--- src/rtl/mac16_dot_sequencer.sv ---
// Sequencer that drives one SB_MAC16 as a registered 16x16 signed multiply-accumulator:
// clear/flush, stream operand pairs, drain the MAC pipeline and return the dot product.
module mac16_dot_sequencer #(
    parameter int VEC_LEN_W   = 8,
    parameter int MAC_LATENCY = 3
) (
    input  logic                 clk,
    input  logic                 rst_n,
    input  logic                 start,
    input  logic [VEC_LEN_W-1:0] cfg_len,
    input  logic                 in_valid,
    output logic                 in_ready,
    input  logic [15:0]          in_a,
    input  logic [15:0]          in_b,
    output logic [15:0]          mac_a,
    output logic [15:0]          mac_b,
    output logic                 mac_orst,
    input  logic [31:0]          mac_o,
    output logic                 res_valid,
    input  logic                 res_ready,
    output logic [31:0]          res_data,
    output logic                 busy
);

    localparam int CNT_W = $clog2(MAC_LATENCY + 1);

    typedef enum logic [2:0] {
        S_IDLE,
        S_CLEAR,
        S_STREAM,
        S_DRAIN,
        S_RESULT
    } state_e;

    state_e               state_q, state_d;
    logic [VEC_LEN_W-1:0] len_q, len_d;
    logic [VEC_LEN_W-1:0] elem_cnt_q, elem_cnt_d;
    logic [CNT_W-1:0]     wait_cnt_q, wait_cnt_d;
    logic [15:0]          mac_a_q, mac_a_d;
    logic [15:0]          mac_b_q, mac_b_d;
    logic                 res_valid_q, res_valid_d;
    logic [31:0]          res_data_q, res_data_d;

    always_comb begin
        // NOTE: every variable gets a default before the case so no path leaves one unassigned (no latches).
        state_d     = state_q;
        len_d       = len_q;
        elem_cnt_d  = elem_cnt_q;
        wait_cnt_d  = wait_cnt_q;
        mac_a_d     = '0;
        mac_b_d     = '0;
        res_valid_d = res_valid_q;
        res_data_d  = res_data_q;
        in_ready    = 1'b0;
        mac_orst    = 1'b0;

        case (state_q)
            S_IDLE: begin
                if (start) begin
                    len_d      = cfg_len;
                    elem_cnt_d = '0;
                    wait_cnt_d = CNT_W'(MAC_LATENCY);
                    state_d    = S_CLEAR;
                end
            end
            S_CLEAR: begin
                // Zero operands while the accumulator is held in reset flushes stale products.
                mac_orst   = 1'b1;
                wait_cnt_d = wait_cnt_q - CNT_W'(1);
                if (wait_cnt_q == CNT_W'(1)) begin
                    if (len_q == '0) begin
                        wait_cnt_d = CNT_W'(MAC_LATENCY);
                        state_d    = S_DRAIN;
                    end else begin
                        state_d = S_STREAM;
                    end
                end
            end
            S_STREAM: begin
                in_ready = 1'b1;
                if (in_valid) begin
                    mac_a_d    = in_a;
                    mac_b_d    = in_b;
                    elem_cnt_d = elem_cnt_q + VEC_LEN_W'(1);
                    if (elem_cnt_d == len_q) begin
                        wait_cnt_d = CNT_W'(MAC_LATENCY);
                        state_d    = S_DRAIN;
                    end
                end
            end
            S_DRAIN: begin
                // Counts MAC_LATENCY down to 0, giving MAC_LATENCY+1 drain cycles.
                wait_cnt_d = wait_cnt_q - CNT_W'(1);
                if (wait_cnt_q == '0) begin
                    wait_cnt_d  = '0;
                    res_data_d  = mac_o;
                    res_valid_d = 1'b1;
                    state_d     = S_RESULT;
                end
            end
            S_RESULT: begin
                if (res_ready) begin
                    res_valid_d = 1'b0;
                    state_d     = S_IDLE;
                end
            end
            default: begin
                state_d = S_IDLE;
            end
        endcase
    end

    // NOTE: state flops use non-blocking assignments and reset asynchronously on rst_n low.
    always_ff @(posedge clk or negedge rst_n) begin
        if (!rst_n) begin
            state_q     <= S_IDLE;
            len_q       <= '0;
            elem_cnt_q  <= '0;
            wait_cnt_q  <= '0;
            mac_a_q     <= '0;
            mac_b_q     <= '0;
            res_valid_q <= 1'b0;
            res_data_q  <= '0;
        end else begin
            state_q     <= state_d;
            len_q       <= len_d;
            elem_cnt_q  <= elem_cnt_d;
            wait_cnt_q  <= wait_cnt_d;
            mac_a_q     <= mac_a_d;
            mac_b_q     <= mac_b_d;
            res_valid_q <= res_valid_d;
            res_data_q  <= res_data_d;
        end
    end

    assign mac_a     = mac_a_q;
    assign mac_b     = mac_b_q;
    assign res_valid = res_valid_q;
    assign res_data  = res_data_q;
    assign busy      = (state_q != S_IDLE);

endmodule

--- config.mk ---
export PLATFORM = sky130hd
export DESIGN_NAME = mac16_dot_sequencer
export DESIGN_NICKNAME = d
export VERILOG_FILES = /design/src/rtl/mac16_dot_sequencer.sv
export SDC_FILE = /design/constraint.sdc
export NUM_CORES = 1
export LEC_CHECK = 0
export ABC_CLOCK_PERIOD_IN_PS = 1760
export CAP_MARGIN = 20
export CORE_ASPECT_RATIO = 0.8
export CORE_MARGIN = 2
export CORE_UTILIZATION = 39
export DETAILED_ROUTE_END_ITERATION = 10
export HOLD_SLACK_MARGIN = 0.12
export PLACE_DENSITY_LB_ADDON = 0.12
export SYNTH_ARGS = -nofsm -noshare
export SYNTH_HDL_FRONTEND = slang
export SYNTH_SLANG_ARGS = --single-unit
--- constraint.sdc ---
create_clock -name clk -period 1.76 [get_ports clk]
set_input_delay 0.352 -clock clk [delete_from_list [all_inputs] [get_ports clk]]
set_output_delay 0.352 -clock clk [all_outputs]
set_load 0.05 [all_outputs]
==> reports/results.txt, run 1 <==
minimum clock period - 1.781 ns
sequential share of power - 0.306
Final Max Slew Viols - 0
worst clock skew - 0.008638 ns
reg2reg end - wait_cnt_q[0]
clock-pin slew of the registers on the worst-case setup and hold paths - 0.07 ns
hpwl dp - 6059 um
via count - 2800
Worst Setup Start Kind - flip-flop
Worst-Margin Slew - 0.4546 ns
later-pin clock latency in the skew report - 0.33 ns
worst min path class - flip-flop to flip-flop
status - finished, violations left
Die Area - 9872 um^2
# setup viols final - 2
Final #Nets - 535
crit-path max FO - 4
CTS Buffer Depth - 2
CP Launch Point - elem_cnt_q[0]
r2r startpoint - elem_cnt_q[0]
largest net degree at the start of global routing - 87
maxcap violations - 0
chip width - 110.6 um
drt pass-1 iters - 5
CTS tree - done
gr ovfl total - 0
Rows - 31
CTS buffer count - 9
PnR worst setup slack - -0.02089 ns
Worst Hold End - res_data[1]
Max Clk Rate - 0.5615 GHz
hold wc startpoint - res_data[1]
failing checks - negative setup slack
Core Util, Final - 0.6256
Avg Vias per Cell - 4.887
Finished Layout Cells - 573
sw power - 0.004186 W
pwr dens - 1764 nW/um^2
Sw Ratio - 0.4233
dpl cells - 549
most common cell after layout, fill and taps aside - buf_4
wirelength, routed - 8933 um
register-to-register setup slack - -0.02 ns
Clock power frac - 0.191
Critical Path Sink Type - flip-flop
height of the chip - 89.27 um
IO Port Bufs - 144
Pint - 0.005702 W
num ports - 145
placed cell areas - 5142 um^2
critical setup path kind - flip-flop to flip-flop
relative slew slack - 0.6969
ant diodes - 0
drt wl/cell - 15.59 um
routability-driven placement congestion ratio - 0.8003
Unique masters post-synth - 38
Post-Syn Area - 3545 um^2
syn nets - 361
Peak supply drop - 0.001423 V
Iter 0 DRT Violations - 122
Synth Register Bits - 86
GRT Total Usage - 0.1820
Leak - 2.678 nW
initial antenna violation count - 0
Initial Util - 0.3956
share of layout cells above drive strength 1 - 0.3777
Cells after Synth - 279
Design Area, Final - 5605 um^2
Hold Vio Cnt, Final - 0
first-pass GRT wire length - 14190 um
CTS sink count - 86
most frequent cells in the layout - buf_4, dfrtp_1, clkdlybuf4s50_1, and3_1, mux2_2
combinational fraction of design power - 0.504
RSZ-0062 raised after global routing - yes
pre-CTS setup slack - -0.3940 ns
Seq/Total Area, Yosys - 0.6071
Hold Path Cell Cnt - 1
DRT antenna net count - 0
R2R cell count - 6
period utilization - 1.012
Root Buffer - clkbuf_16
vias in the first global route - 2806
drt drc - 0
Crit path arrival time - 2.03 ns
CP Data Required Time - 2.01 ns
core box area - 8960 um^2
Area Growth Syn to Fin - 58.14%
Syn Area/Cell - 12.70 um^2
CTS H-Tree Depth - 3
Ys Warns - 0
## state kept, by name (all words and copies together) (netlist names)
signal	flops
len_q	8
res_valid	1
res_data	32
mac_b	16
state_q	3
wait_cnt_q	2
elem_cnt_q	8
mac_a	16
## worst max-delay path by stage
| stage | end | cells after the start |
|---|---|---|
| after floorplan | in_ready | 3 |
| after CTS | busy | 3 |
| after global routing | wait_cnt_q[1] | 6 |
| after detailed placement | len_q[6] | 6 |
| after global placement | len_q[4] | 6 |
| final | wait_cnt_q[0] | 6 |
## worst max-delay path, stage by stage, from the launching register on
cell       delay (ns)
dfrtp_1          0.45
and3_4           0.18
and2b_2          0.21
xnor2_1          0.14
a221oi_2         0.27
o2111ai_2        0.21
a31oi_1          0.23
## metal layers
layer | vias up | share of wire | GRT usage
met5 | - | 0 | 0
met4 | 0 | 0.0087 | 0.05455
met1 | 1347 | 0.46 | 0.2464
met2 | 112 | 0.45 | 0.2750
li1 | 1333 | - | -
met3 | 8 | 0.085 | 0.07119
## cells by family after synthesis
group,count (synthesis),share of synthesized area
AOI/OAI and AO/OA,33,0.05859
xor gates and xnor gates,10,0.02471
adders and majority gates,5,0.01765
buffers and inverters,20,0.02436
DFF,86,0.6071
muxes,40,0.1271
and+or+nand+nor,85,0.1405
## cell type report
class / count / area (um^2)
fill: 725 / 3354
sequential: 86 / 2156
timing repair buffer: 179 / 1604
multi-input combinational: 174 / 1391
clock buffer: 9 / 225.2
tap: 115 / 143.9
clock inverter: 7 / 73.82
inverter: 3 / 11.26
## stage by stage
stage                      TNS, ns  hold slack, ns  power, W
after floorplan                  0         0.05641  0.006023
after global placement      -4.033          0.4250  0.007621
after detailed placement    -5.330          0.4262  0.007696
after CTS                 -0.01468          0.5073  0.009887
after global routing       -0.2811          0.5221   0.01041
final                     -0.03407          0.5047  0.009888
## power groups by stage
stage / clock [W] / combinational [W] / sequential [W]
2_1_floorplan: 0 / 0.00145 / 0.00457
3_3_place_gp: 0 / 0.00463 / 0.00299
3_5_place_dp: 0 / 0.00469 / 0.00301
4_1_cts: 0.00195 / 0.00494 / 0.00299
5_1_grt: 0.00203 / 0.00527 / 0.00311
6_report: 0.00189 / 0.00498 / 0.00302
## synthesized netlist by cell type
master,count,share of area
a21oi_1,5,0.0071
nor4_1,1,0.0018
a31oi_1,4,0.0071
ha_1,5,0.018
nor3b_1,2,0.0042
nor3_1,4,0.0056
nand2_1,14,0.015
xnor2_1,6,0.015
nand3_1,4,0.0056
o2111ai_1,1,0.0025
and2_1,1,0.0018
xor2_1,4,0.0099
a221oi_2,1,0.0042
a21o_1,1,0.0021
nand3b_1,3,0.0064
o41ai_1,1,0.0025
mux2_1,8,0.025
nor2_8,1,0.0056
inv_1,3,0.0032
o31ai_1,3,0.0064
and3_1,34,0.060
o22ai_1,4,0.0071
nor4b_1,1,0.0025
o21ai_0,10,0.014
nor3b_2,1,0.0035
a211oi_1,1,0.0021
clkbuf_1,8,0.0085
dfrtp_1,86,0.61
mux2_2,32,0.10
nand2b_1,2,0.0035
nor2_1,8,0.0085
o21ai_1,1,0.0014
buf_2,9,0.013
nor2b_1,4,0.0071
a22oi_1,1,0.0021
and2b_2,1,0.0025
nand4_1,2,0.0035
or3_1,2,0.0035
## what timing repair did
action	4_1_cts	5_1_grt
setup buffers	5	0
setup endpoints to repair	14	45
gates cloned	2	0
hold endpoints to repair	86	0
resized for setup	15	11
hold buffers	1	0
pin swaps	6	4
No activity file was read; power rests on OpenSTA's default activity.
==> run 2: changes to the inputs <==
--- a/config.mk
+++ b/config.mk
@@ -13,6 +13,7 @@
 export DETAILED_ROUTE_END_ITERATION = 10
 export HOLD_SLACK_MARGIN = 0.12
 export PLACE_DENSITY_LB_ADDON = 0.12
+export SKIP_LAST_GASP = 1
 export SYNTH_ARGS = -nofsm -noshare
 export SYNTH_HDL_FRONTEND = slang
 export SYNTH_SLANG_ARGS = --single-unit
==> results of run 2 <==
Final layout, timing and power as in run 1 (identical DEF).
Main changes from that run: number of gates resized after CTS 15 -> 13
